### src/rtl/rca_chunk_seq.sv
`default_nettype none
// ============================================================================
// Module   : rca_chunk_seq (with helper cell full_adder)
// Brief    : Multi-cycle WIDTH-bit adder that reuses one CHUNK-bit ripple
//            chain over WIDTH/CHUNK cycles, with a start/busy/done handshake.
// Revision : 1.0 - initial release
// ============================================================================

module full_adder (
    input  logic i_a,
    input  logic i_b,
    input  logic i_cin,
    output logic o_sum,
    output logic o_cout
);
    assign o_sum  = i_a ^ i_b ^ i_cin;
    assign o_cout = (i_a & i_b) | (i_cin & (i_a ^ i_b));
endmodule

module rca_chunk_seq #(
    parameter int WIDTH = 32,
    parameter int CHUNK = 8
) (
    input  logic             clk,
    input  logic             rst,
    input  logic             start,
    input  logic [WIDTH-1:0] a,
    input  logic [WIDTH-1:0] b,
    output logic             busy,
    output logic             done,
    output logic [WIDTH:0]   result,
    output logic [WIDTH-1:0] max_val
);
    localparam int NCH  = WIDTH / CHUNK;
    localparam int IDXW = (NCH > 1) ? $clog2(NCH) : 1;

    localparam logic [0:0]      c_IDLE     = 1'b0;
    localparam logic [0:0]      c_RUN      = 1'b1;
    localparam logic [IDXW-1:0] c_LAST_IDX = IDXW'(NCH - 1);

    generate
        if ((CHUNK < 1) || (CHUNK > WIDTH) || ((WIDTH % CHUNK) != 0)) begin : g_bad_param
            $error("rca_chunk_seq: WIDTH must be a multiple of CHUNK with 1 <= CHUNK <= WIDTH");
        end
    endgenerate

    logic [0:0]       r_state_q,  w_state_d;
    logic [IDXW-1:0]  r_idx_q,    w_idx_d;
    logic             r_carry_q,  w_carry_d;
    logic [WIDTH-1:0] r_a_q,      w_a_d;
    logic [WIDTH-1:0] r_b_q,      w_b_d;
    logic [WIDTH-1:0] r_sum_q,    w_sum_d;
    logic [WIDTH:0]   r_result_q, w_result_d;
    logic             r_done_q,   w_done_d;

    logic [CHUNK-1:0] w_a_chunk;
    logic [CHUNK-1:0] w_b_chunk;
    logic [CHUNK-1:0] w_chunk_sum;
    logic [CHUNK:0]   w_rc;
    logic             w_chunk_cout;

    // Operand slice selected by the current chunk index.
    always_comb begin
        w_a_chunk = '0;
        w_b_chunk = '0;
        for (int i = 0; i < NCH; i++) begin
            if (r_idx_q == IDXW'(i)) begin
                w_a_chunk = r_a_q[i*CHUNK +: CHUNK];
                w_b_chunk = r_b_q[i*CHUNK +: CHUNK];
            end
        end
    end

    assign w_rc[0] = r_carry_q;

    generate
        for (genvar g = 0; g < CHUNK; g++) begin : g_fa
            full_adder u_fa (
                .i_a    (w_a_chunk[g]),
                .i_b    (w_b_chunk[g]),
                .i_cin  (w_rc[g]),
                .o_sum  (w_chunk_sum[g]),
                .o_cout (w_rc[g+1])
            );
        end
    endgenerate

    assign w_chunk_cout = w_rc[CHUNK];

    always_comb begin
        w_state_d  = r_state_q;
        w_idx_d    = r_idx_q;
        w_carry_d  = r_carry_q;
        w_a_d      = r_a_q;
        w_b_d      = r_b_q;
        w_sum_d    = r_sum_q;
        w_result_d = r_result_q;
        w_done_d   = 1'b0;
        case (r_state_q)
            c_IDLE: begin
                if (start) begin
                    w_state_d = c_RUN;
                    w_a_d     = a;
                    w_b_d     = b;
                    w_idx_d   = '0;
                    w_carry_d = 1'b0;
                    w_sum_d   = '0;
                end
            end
            c_RUN: begin
                for (int i = 0; i < NCH; i++) begin
                    if (r_idx_q == IDXW'(i)) begin
                        w_sum_d[i*CHUNK +: CHUNK] = w_chunk_sum;
                    end
                end
                w_carry_d = w_chunk_cout;
                w_idx_d   = r_idx_q + IDXW'(1);
                // Final slice is already merged into w_sum_d, so the result
                // load sees the complete sum in the same cycle.
                if (r_idx_q == c_LAST_IDX) begin
                    w_state_d  = c_IDLE;
                    w_idx_d    = '0;
                    w_carry_d  = 1'b0;
                    w_result_d = {w_chunk_cout, w_sum_d};
                    w_done_d   = 1'b1;
                end
            end
            default: begin
                w_state_d = c_IDLE;
            end
        endcase
    end

    always_ff @(posedge clk) begin
        if (rst) begin
            r_state_q  <= c_IDLE;
            r_idx_q    <= '0;
            r_carry_q  <= 1'b0;
            r_a_q      <= '0;
            r_b_q      <= '0;
            r_sum_q    <= '0;
            r_result_q <= '0;
            r_done_q   <= 1'b0;
        end else begin
            r_state_q  <= w_state_d;
            r_idx_q    <= w_idx_d;
            r_carry_q  <= w_carry_d;
            r_a_q      <= w_a_d;
            r_b_q      <= w_b_d;
            r_sum_q    <= w_sum_d;
            r_result_q <= w_result_d;
            r_done_q   <= w_done_d;
        end
    end

    assign busy    = (r_state_q == c_RUN);
    assign done    = r_done_q;
    assign result  = r_result_q;
    assign max_val = '1;

endmodule

`default_nettype wire

### config.mk
export PLATFORM = sky130hd
export DESIGN_NAME = rca_chunk_seq
export DESIGN_NICKNAME = d
export VERILOG_FILES = /design/src/rtl/rca_chunk_seq.sv
export SDC_FILE = /design/constraint.sdc
export NUM_CORES = 1
export LEC_CHECK = 0
export BUFFER_PORTS_ARGS = -buffer_cell sky130_fd_sc_hd__buf_2
export CORE_UTILIZATION = 30
export DETAILED_ROUTE_END_ITERATION = 12
export PLACE_DENSITY = 0.47
export SLEW_MARGIN = 20
export SYNTH_ARGS = -nofsm -noshare
export SYNTH_HDL_FRONTEND = slang
export SYNTH_SLANG_ARGS = --single-unit
### constraint.sdc
create_clock -name clk -period 13.1 [get_ports clk]
set_input_delay 1.965 -clock clk [delete_from_list [all_inputs] [get_ports clk]]
set_output_delay 1.965 -clock clk [all_outputs]
set_load 0.1 [all_outputs]
=== Word level (Yosys, flattened, before mapping) ===
Cells that the tools add are included.

* Muxes and demuxes: 24
* Eq/ne operators: 4
* $add $sub $neg: 1
* Reduce and logical (&&, ||, !) cells: 4
* Bitwise logic cells: 41

{| class="wikitable"
|+ Operators with widths
! kind !! number
|-
| 8-bit 2-to-1 mux || 12
|-
| 32-bit one-hot mux with 2 select lines || 1
|-
| 32-bit 2-to-1 mux || 1
|-
| 1-bit bitwise AND || 16
|-
| 1-bit bitwise XOR || 16
|-
| 1-bit bitwise OR || 8
|-
| 1-bit 2-to-1 mux || 5
|-
| 2-bit equality test, second input constant || 2
|-
| 2-bit 2-to-1 mux || 2
|-
| 1-bit one-hot mux with 2 select lines || 2
|-
| 2-bit one-hot mux with 2 select lines || 1
|-
| 2-bit AND reduction || 2
|-
| 2-bit by 1-bit adder with 2-bit output, second input constant || 1
|-
| 2-bit by 1-bit equality test with 1-bit output, second input constant || 1
|-
| 2-bit zero test || 1
|-
| 2-bit != test, second input constant || 1
|-
| 2-bit OR reduction || 1
|-
| 1-bit inverter || 1
|}

* Register bits after elaboration: 134
* Word-level logic and storage cells: 82
* Bits of input ports: 67
* Output and inout bits: 67

=== Logic depth before layout (Yosys ltp) ===
Gate-level depths: netlist of run 1.

* Word-level depth: 24
* Gate-level depth with buffers: 20
* Mapped depth without buffers: 17

=== Hierarchy ===
From an unflattened synthesis of run 1, not the netlist that was laid out.

* Cell total of the unflattened synthesis: 662
* Area total of the unflattened synthesis: 5,654.2 um^2

{| class="wikitable"
|+ By module, submodules not included
! module !! sequential area each (um^2) !! cells each !! area each (um^2) !! times used
|-
| rca_chunk_seq || 2,522.4 || 654 || 5,494.0 || 1
|-
| full_adder || 0.0 || 1 || 20.0 || 8
|}

=== Worst setup path before layout of run 1 ===
No wires, ideal clock.

* Path kind: register -> register
* Start: register r_idx_q[0]
* End: register r_result_q[15], in the netlist result[15]
* Setup time: 0.074 ns
* Stages on the path, launching flop included: 21
* Arrival time: 4.816 ns
* Clock period less this slack: 4.890 ns
* Setup slack: 8.210 ns
* Path through: dfxtp_1 ha_1 buf_2 or2_2 buf_2 buf_6 a21oi_1 a21oi_1 fa_1 fa_1 fa_1 fa_1 fa_1 inv_1 fa_1 fa_1 inv_1 fa_1 buf_1 mux2i_1 o21ai_0

* Word-level cells in the longest chain between the ends: 22

{| class="wikitable"
|+ RTL lines
! what !! line !! source
|-
| start, declared || 48 || <nowiki>logic [IDXW-1:0] r_idx_q, w_idx_d;</nowiki>
|-
| start signal, assigned || 146 || <nowiki>r_idx_q <= w_idx_d;</nowiki>
|-
| 2-bit zero test || 67 || <nowiki>if (r_idx_q == IDXW'(i)) begin</nowiki>
|-
| 8-bit 2-to-1 mux (4 in a row) || 67 ||
|-
| 1-bit bitwise XOR || 17 || <nowiki>assign o_cout = (i_a & i_b) | (i_cin & (i_a ^ i_b));</nowiki>
|-
| 1-bit bitwise AND || 17 ||
|-
| 1-bit bitwise OR || 17 ||
|-
| 1-bit bitwise AND || 17 ||
|-
| 1-bit bitwise OR || 17 ||
|-
| 1-bit bitwise AND || 17 ||
|-
| [... 3 more ...] || - ||
|-
| 1-bit bitwise AND || 17 ||
|-
| 1-bit bitwise OR || 17 ||
|-
| 1-bit bitwise AND || 17 ||
|-
| 1-bit bitwise OR || 17 ||
|-
| 1-bit bitwise AND || 17 ||
|-
| 1-bit bitwise OR || 17 ||
|-
| 1-bit bitwise XOR || 16 || <nowiki>assign o_sum = i_a ^ i_b ^ i_cin;</nowiki>
|-
| 8-bit 2-to-1 mux || 112 || <nowiki>if (r_idx_q == IDXW'(i)) begin</nowiki>
|-
| end signal, assigned || 151 || <nowiki>r_result_q <= w_result_d;</nowiki>
|-
| end, declared || 53 || <nowiki>logic [WIDTH:0] r_result_q, w_result_d;</nowiki>
|}

Several ways; a longest one is shown, not always the timed one.
A chain may end at the register's enable or synchronous reset.

=== Worst setup path in the final report of run 1 ===
Same ends and word-level chain as after synthesis.

==> results of run 1 <==
[Yosys cell counts]
| cell type | number |
|---|---|
| a21oi_1 | 114 |
| a21oi_2 | 1 |
| a22o_1 | 7 |
| and2_1 | 3 |
| buf_1 | 8 |
| buf_2 | 26 |
| buf_4 | 35 |
| buf_6 | 5 |
| clkbuf_1 | 18 |
| conb_1 | 1 |
| dfxtp_1 | 126 |
| fa_1 | 8 |
| ha_1 | 4 |
| inv_1 | 4 |
| inv_4 | 1 |
| mux2i_1 | 31 |
| nand2_1 | 194 |
| nand2b_1 | 19 |
| nand3_1 | 24 |
| nand3b_1 | 13 |
| nor2_1 | 3 |
| nor2b_1 | 6 |
| nor3b_1 | 1 |
| o21ai_0 | 33 |
| o21ai_1 | 11 |
| or2_1 | 1 |
| or2_2 | 1 |
| or3b_2 | 1 |
[worst max-delay path by stage]
| stage | start | to | slack [ns] |
|---|---|---|---|
| floorplan | r_idx_q[0] | result[15] | 8.21 |
| global placement | r_idx_q[0] | result[15] | 8.07 |
| detailed placement | r_idx_q[0] | result[15] | 7.98 |
| CTS | r_idx_q[0] | result[15] | 7.98 |
| global route | r_idx_q[0] | result[7] | 7.69 |
| finish | r_idx_q[0] | result[15] | 7.99 |
[cells in the final DEF (no fill, tap or decap), types with 7 or more instances in the layout]
cell type	count
o21ai_1	11
o21ai_0	33
buf_2	101
nand2_1	194
nand3b_1	13
nand3_1	24
conb_1	32
nand2b_1	18
dfxtp_1	126
a21oi_1	114
fa_1	8
a22o_1	7
clkbuf_16	17
mux2i_1	31
buf_4	8
[critical path: stages, from the launching register on]
cell	delay, ns
dfxtp_1	0.35
ha_1	0.21
buf_4	0.23
or2_2	0.45
a21oi_1	0.16
a21oi_1	0.11
fa_1	0.44
fa_1	0.39
fa_1	0.40
fa_1	0.46
fa_1	0.42
inv_1	0.08
fa_1	0.20
fa_1	0.17
inv_1	0.05
fa_1	0.57
mux2i_1	0.19
o21ai_0	0.08
[kinds of logic after synthesis]
family | Yosys count
muxes | 31
AOI/OAI and AO/OA | 166
adders and majority gates | 12
DFF | 126
and+or+nand+nor | 266
other | 1
buffers and inverters | 97
[flip-flops by register name (all words and copies together) (netlist names)]
name	flops
done	1
r_carry_q	1
r_idx_q	2
r_a_q	32
r_sum_q	24
result	33
r_b_q	32
busy	1
[power groups by stage]
stage          registers (mW)  clock network, mW  logic (mW)
2_1_floorplan           0.413                  0       0.115
3_3_place_gp            0.415                  0       0.139
3_5_place_dp            0.415                  0       0.141
5_1_grt                 0.408              0.489       0.152
4_1_cts                 0.406              0.471       0.141
6_report                0.407              0.460       0.140
[area by class of cell]
cell class,instances,area [um^2],share of cell area
multi-input combinational,507,2670,0.402
inverter,5,21.3,0.00320
sequential,126,2520,0.379
tap,229,287,0.0431
clock buffer,21,470,0.0707
timing repair buffer,109,566,0.0850
clock inverter,11,115,0.0173
[stage by stage]
| stage | setup slack [ns] | hold WS, ns | area, um^2 |
|---|---|---|---|
| 4_1_cts | 7.98 | 0.449 | 6650 |
| 3_5_place_dp | 7.98 | 0.440 | 6070 |
| 6_report | 7.99 | 0.443 | 6650 |
| 5_1_grt | 7.69 | 0.474 | 6650 |
| 3_3_place_gp | 8.07 | 0.433 | 6070 |
| 2_1_floorplan | 8.21 | 0.431 | 5750 |
[routing by layer]
| metal | track usage | vias up |
|---|---|---|
| li1 | - | 2371 |
| met1 | 0.192 | 2110 |
| met2 | 0.256 | 120 |
| met4 | 0.0637 | 0 |
| met5 | 0 | - |
| met3 | 0.0425 | 15 |
==> flow_summary_export.csv, run 1 <==
group,metric,value,unit
synth,synth_top_area_cell,"dfxtp_1",
detailed_routing,ant_nets,0,
critical_path,r2r_cells,17,
detailed_routing,wire_per_inst,14.5,um
critical_path,cp-start-kind,"flop",
clock_tree,cts_hold_buf,0,
sta,finClkSkew,0.00963,ns
sta,rsz0062_at_grt,"false",
sta,timing.max_slew.rel_slack,0.322,
detailed_routing,wl_met3,707,um
sta,finalCriticalPeriod,5.11,ns
min_path,min_to,"result[16]",
cells_and_area,final_nets,845,
pwr,p_int,726,uW
cells_and_area,diodes,0,
min_path,hold_start,"result[16]",
pwr,leakage,2.65,nW
synth,synth.avg_cell_area,8.06,um^2
synth,synth_compound_area_frac,0.153,
detailed_routing,drtIter0Drc,257,
clock_tree,cts_tree,"yes",
sta,finalCritPeriodShare,0.390,
clock_tree,cts.clk_slew.worst_paths,0.06,ns
synth,yosys-top-cells-area,"dfxtp_1 45%, nand2_1 13%, a21oi_1 10%, mux2i_1 5.5%, buf_4 4.7%",
cells_and_area,area_growth_syn_to_layout,18.0,%
place,gp_congestion,0.751,
global_routing,antenna_found_initial,0,
cells_and_area,drive_above_1_share,0.187,
critical_path,cp_max_fo,24,
pwr,ir_drop,0.0944,mV
pwr,p_per_area,151,nW/um^2
synth,synth_warnings,0,
global_routing,grt_max_degree,94,
detailed_routing,maxUsedRoutingLayer,"met4",
min_path,hold_path.class,"reg -> reg",
critical_path,worstPathArrival,5.37,ns
floorplanning,die-area,19300,um^2
sta,finalSetupViolCount,0,
sta,worst_pin_slew,1.02,ns
pwr,power_frac_comb,0.139,
pwr,swShare,0.279,
pwr,p_switching,281,uW
detailed_routing,drc,7,
sta,max_freq,196,MHz
place,port_buffers,101,
global_routing,grt_usage,0.156,
synth,synth_top_area_frac,0.448,
outcome,status,"finished with violations",
floorplanning,pin_count,134,
detailed_routing,wl_met1,6710,um
clock_tree,htreeDepth,4,
critical_path,critPathCaptureType,"flop",
synth,syn_inst,699,
pwr,finalPower,1.01,mW
synth,synth_top_family_by_area,"simple AND/OR/NAND/NOR gates",
critical_path,rr_startpoint,"r_idx_q[0]",
cells_and_area,finalNonFillerCells,1008,
cells_and_area,fillCellCount,1924,
detailed_routing,firstDrtPassIters,11,
pwr,p_seq_frac,0.404,
clock_tree,post-cts-setup-buffer-count,0,
detailed_routing,wl_met2,6990,um
cells_and_area,fin_util,0.365,
global_routing,grt_pass1_wl,23300,um
synth,synthMuxAreaShare,0.0550,
detailed_routing,viasPerCell,4.58,
synth,synthAdderAreaFrac,0.0373,
place,dp.cells,976,
clock_tree,clk_latency,0.42,ns
detailed_routing,finalWirelength,14600,um
global_routing,overflow,0,
sta,fin_setup_tns,0,ns
clock_tree,cts.sinks,126,
min_path,hold_depth,2,
floorplanning,initial_utilization,0.310,
floorplanning,die_w,139,um
synth,yosys.area_share.xor_xnor,0,
synth,syn_area,5640,um^2
floorplanning,die_height,139,um
clock_tree,clockBufferDepth,2,
pwr,pwr-share-clk,0.457,
sta,drv_slew,0,
synth,ys_types,28,
critical_path,r2r_end,"result[15]",
synth,synth-simple-area-share,0.206,
place,hpwl,10200,um
clock_tree,cts-buffers-inserted,17,
floorplanning,rows,49,
job,maxCapViolations,0,
critical_path,crit_type,"reg -> reg",
global_routing,grt_pass1_vias,4476,
critical_path,ff2ff_setup_slack,7.99,ns
sta,hold_viol,0,
floorplanning,core_region_area,18200,um^2
synth,ys_seq_area_frac,0.448,
synth,synth_seq_cells,126,
outcome,violations,"DRC",
clock_tree,ctsResizeCount,0,
critical_path,required,13.36,ns
clock_tree,cts.root.buffer_cell,"clkbuf_16",
detailed_routing,vias,4616,
Note: power is estimated with default switching activity, not from simulation.
==> run 2: changes to the inputs <==
Clock period 13.1 ns to 5 ns, I/O delays scaled along.
==> flow_summary_export.csv, run 2 (synthesis results as in run 1) <==
group,metric,value,unit
global_routing,grt_pass1_wl,23700,um
critical_path,crit_type,"reg -> reg",
critical_path,cp_max_fo,7,
clock_tree,clockBufferDepth,2,
pwr,leakage,2.69,nW
pwr,power_frac_comb,0.138,
cells_and_area,final_nets,849,
cells_and_area,final_area,6730,um^2
floorplanning,die_w,139,um
detailed_routing,finalWirelength,14700,um
sta,fin_setup_tns,0,ns
pwr,p_int,1.98,mW
clock_tree,cts_tree,"yes",
min_path,hold_depth,2,
critical_path,rr_startpoint,"r_idx_q[0]",
pwr,swShare,0.264,
sta,worst_pin_slew,0.948,ns
sta,hold_viol,0,
global_routing,grt_usage,0.158,
critical_path,r2r_cells,17,
floorplanning,core_region_area,18200,um^2
cells_and_area,finalNonFillerCells,1011,
cells_and_area,drive_above_1_share,0.196,
cells_and_area,largest_reg_flops,33,
outcome,violations,"DRC",
critical_path,required,5.35,ns
global_routing,overflow,0,
pwr,p_seq_frac,0.396,
critical_path,worstPathArrival,5.09,ns
sta,finClkSkew,0.0277,ns
detailed_routing,wire_per_inst,14.5,um
critical_path,cp-start-kind,"flop",
clock_tree,cts.clk_slew.worst_paths,0.05,ns
cells_and_area,area_growth_syn_to_layout,19.3,%
pwr,p_per_area,401,nW/um^2
min_path,hold_path.class,"reg -> reg",
cells_and_area,final_cell_mix,"194 x nand2_1, 125 x dfxtp_1, 114 x a21oi_1",
detailed_routing,viasPerCell,4.60,
clock_tree,cts-buffers-inserted,17,
sta,holdWs,0.442,ns
clock_tree,cts.sinks,126,
cells_and_area,diodes,0,
pwr,pwr-share-clk,0.467,
min_path,hold_start,"result[29]",
clock_tree,post-cts-setup-buffer-count,0,
sta,timing.max_slew.rel_slack,0.368,
floorplanning,initial_utilization,0.310,
place,dp.cells,980,
detailed_routing,drtIter0Drc,262,
sta,finalCritPeriodShare,0.948,
place,gp_congestion,0.832,
detailed_routing,vias,4653,
detailed_routing,ant_nets,0,
floorplanning,pin_count,134,
clock_tree,ctsResizeCount,0,
floorplanning,die_height,139,um
place,hpwl,10500,um
sta,rsz0062_at_grt,"false",
clock_tree,cts_hold_buf,0,
floorplanning,die-area,19300,um^2
clock_tree,htreeDepth,4,
place,placed_area,6100,um^2
sta,finalCriticalPeriod,4.74,ns
cells_and_area,layout_commonest_cell,"nand2_1",
critical_path,ff2ff_setup_slack,0.26,ns
global_routing,antenna_found_initial,0,
outcome,status,"finished with violations",
detailed_routing,firstDrtPassIters,12,
clock_tree,clk_latency,0.43,ns
min_path,min_to,"result[29]",
pwr,p_switching,712,uW
place,port_buffers,101,
clock_tree,cts.root.buffer_cell,"clkbuf_16",
sta,max_freq,211,MHz
critical_path,critPathCaptureType,"flop",
critical_path,r2r_end,"result[7]",
detailed_routing,drc,9,
sta,drv_slew,0,
global_routing,grt_max_degree,65,
global_routing,grt_pass1_vias,4490,
sta,finalSetupViolCount,0,
job,maxCapViolations,0,
floorplanning,rows,49,
pwr,ir_drop,0.261,mV
==> run 2: cell count changes in the layout (fill, tap and decap cells not counted), moves of 2 or more <==
| cell | previous run | this run |
|---|---|---|
| clkinvlp_4 | 4 | 0 |
| fa_1 | 8 | 3 |
| buf_4 | 8 | 11 |
| clkbuf_8 | 3 | 5 |
| fa_2 | 0 | 5 |
| clkbuf_1 | 1 | 3 |
| clkinv_2 | 5 | 3 |
==> run 2: how the worst max path moves through the flow <==
stage                from         end  slack [ns]  cells past startpoint
5_1_grt        r_idx_q[0]  result[15]       0.007                     17
2_1_floorplan  r_idx_q[0]  result[15]        0.11                     20
6_report       r_idx_q[0]   result[7]        0.26                     17
4_1_cts        r_idx_q[0]  result[15]        0.03                     17
3_5_place_dp   r_idx_q[0]  result[15]        0.03                     17
3_3_place_gp   r_idx_q[0]  result[15]        0.19                     17
==> run 2: final cells by class <==
class | instances | area, um^2
repair buffers | 113 | 599
clock buffers | 25 | 505
clock inverters | 6 | 105
flip-flops and latches | 126 | 2520
well taps | 229 | 287
inverters | 5 | 21.3
multi-input cells | 507 | 2690
fillers | 1942 | 11500
==> run 2: stage by stage <==
stage / util / setup slack [ns] / power, mW
detailed placement: 0.335 / 0.0318 / 1.46
finish: 0.369 / 0.262 / 2.70
CTS: 0.368 / 0.0251 / 2.74
global placement: 0.335 / 0.187 / 1.46
global route: 0.369 / 0.00716 / 2.82
floorplan: - / 0.110 / 1.38
==> run 2: critical path: stages (launching register included) <==
cell	delay [ns]
dfxtp_2	0.36
inv_1	0.07
ha_1	0.22
or2_2	0.34
a21oi_1	0.12
a21oi_1	0.11
fa_2	0.41
fa_1	0.39
fa_2	0.37
fa_2	0.41
fa_1	0.43
inv_1	0.11
fa_2	0.22
fa_1	0.17
inv_1	0.06
fa_2	0.65
mux2i_1	0.10
o21ai_0	0.13
==> run 2: metal layers <==
metal,up-vias,global-route usage,wire length (um)
met3,4,0.0466,650
met4,0,0.0544,63
met5,-,0,0
li1,2387,-,-
met1,2158,0.198,6900
met2,104,0.259,7090
==> run 2: power by group through the flow <==
stage / combinational, mW / clock [mW] / sequential, mW
2_1_floorplan: 0.300 / 0 / 1.08
3_3_place_gp: 0.368 / 0 / 1.09
3_5_place_dp: 0.371 / 0 / 1.09
4_1_cts: 0.372 / 1.30 / 1.07
5_1_grt: 0.405 / 1.34 / 1.07
6_report: 0.371 / 1.26 / 1.07
==> run 3: changes to the inputs <==
Settings changed: CTS_CLUSTER_SIZE from default to 16.
Clock period 5 ns to 5.9 ns, I/O delays scaled along.
==> flow_summary_export.csv, run 3 (synthesis results as in run 1) <==
group,metric,value,unit
outcome,status,"finished with violations",
outcome,violations,"DRC",
global_routing,grt_pass1_vias,4329,
place,dpl_worst_slack,0.839,ns
cells_and_area,layout_commonest_cell,"nand2_1",
cells_and_area,fin_util,0.368,
sta,hold_viol,0,
cells_and_area,final_cell_mix,"194 x nand2_1, 126 x dfxtp_1, 114 x a21oi_1",
detailed_routing,wire_per_inst,14.7,um
floorplanning,die_w,139,um
sta,finalSetupViolCount,0,
clock_tree,cts.root.buffer_cell,"clkbuf_16",
sta,max_freq,197,MHz
pwr,p_per_area,347,nW/um^2
critical_path,slowest_stage,"fa_1",
critical_path,critPathCaptureType,"flop",
sta,timing.max_slew.rel_slack,0.385,
sta,finalCriticalPeriod,5.07,ns
floorplanning,rows,49,
critical_path,cp-start-kind,"flop",
critical_path,crit_type,"reg -> reg",
critical_path,cp_num_buf_inv,4,
sta,rsz0062_at_grt,"false",
detailed_routing,vias,4695,
floorplanning,initial_utilization,0.310,
pwr,leakage,2.68,nW
sta,fin_ws,0.831,ns
place,placed_area,6070,um^2
job,maxCapViolations,0,
clock_tree,cts-buffers-inserted,17,
clock_tree,clk_latency,0.41,ns
cells_and_area,final_nets,845,
detailed_routing,drc,5,
global_routing,overflow,0,
detailed_routing,viasPerCell,4.66,
place,port_buffers,101,
floorplanning,pin_count,134,
cells_and_area,largest_reg_flops,33,
detailed_routing,drtIter0Drc,329,
critical_path,cp_max_fo,27,
detailed_routing,firstDrtPassIters,12,
sta,worst_pin_slew,0.922,ns
clock_tree,cts_tree,"yes",
critical_path,required,6.23,ns
floorplanning,die-area,19300,um^2
sta,finClkSkew,0.00672,ns
sta,finalCritPeriodShare,0.859,
cells_and_area,area_growth_syn_to_layout,18.9,%
place,gp_congestion,0.762,
critical_path,worstPathArrival,5.40,ns
critical_path,max_stage_delay,0.63,ns
clock_tree,htreeDepth,4,
floorplanning,die_height,139,um
global_routing,grt_usage,0.157,
clock_tree,ctsResizeCount,0,
clock_tree,post-cts-setup-buffer-count,0,
critical_path,crit_family,"adder cells",
sta,drv_slew,0,
sta,fin_setup_tns,0,ns
cells_and_area,diodes,0,
detailed_routing,finalWirelength,14800,um
place,hpwl,10600,um
global_routing,grt_max_degree,80,
floorplanning,core_region_area,18200,um^2
cells_and_area,final_area,6700,um^2
clock_tree,cts.sinks,126,
clock_tree,cts_hold_buf,0,
global_routing,grt_pass1_wl,23500,um
pwr,ir_drop,0.211,mV
clock_tree,clockBufferDepth,2,
min_path,hold_path.class,"reg -> reg",
global_routing,antenna_found_initial,0,
cells_and_area,drive_above_1_share,0.187,
critical_path,crit_chain,"inv_1 -> ha_1 -> buf_4 -> a21oi_1 -> a21oi_1 -> fa_1 -> fa_1 -> fa_1 -> fa_1 -> fa_1 -> inv_1 -> fa_1 -> fa_1 -> inv_1 -> fa_1 -> mux2i_1 -> o21ai_0",
clock_tree,cts.clk_slew.worst_paths,0.06,ns
detailed_routing,ant_nets,0,
critical_path,crit_path_frequent_cell,"fa_1",
-- run 3: per-layer routing --
| layer | wire [um] | global-route usage | up-vias |
|---|---|---|---|
| met1 | 6840 | 0.207 | 2165 |
| met3 | 751 | 0.0387 | 13 |
| met5 | 0 | 0 | - |
| met4 | 172 | 0.0550 | 0 |
| met2 | 7030 | 0.251 | 145 |
| li1 | - | - | 2372 |
-- run 3: power breakdown --
| group | leakage [nW] | switching (mW) | internal [mW] | total (mW) |
|---|---|---|---|---|
| logic | 1.34 | 0.232 | 0.0796 | 0.311 |
| clock network | 0.305 | 0.371 | 0.737 | 1.11 |
| registers | 1.03 | 0.0208 | 0.882 | 0.903 |
-- run 3: worst paths after layout --
kind,startpoint,end,slack [ns],depth (start not counted)
worst max-delay path,r_idx_q[1],result[15],0.83,17
worst min register to register,result[2],result[2],0.44,2
worst min-delay path,result[2],result[2],0.44,2
worst max register to register,r_idx_q[1],result[15],0.83,17
-- run 3: cell type report --
class / count / area [um^2]
Clock buffer: 21 / 470
Clock inverter: 11 / 163
Fill cell: 1912 / 11500
Inverter: 5 / 21.3
Multi-Input combinational cell: 507 / 2670
Sequential cell: 126 / 2520
Tap cell: 229 / 287
Timing Repair Buffer: 109 / 566
-- run 3: stage by stage --
step	cells	hold slack, ns	total power, mW
floorplan	730	0.431	1.17
detailed placement	976	0.440	1.24
global route	1008	0.469	2.42
CTS	1008	0.449	2.35
global placement	976	0.435	1.23
finish	1008	0.444	2.32
-- run 3: tightest hold or removal path: stages (launching register included) --
cell and delay, ns:
dfxtp_1 0.32, nand2_1 0.04, o21ai_0 0.05
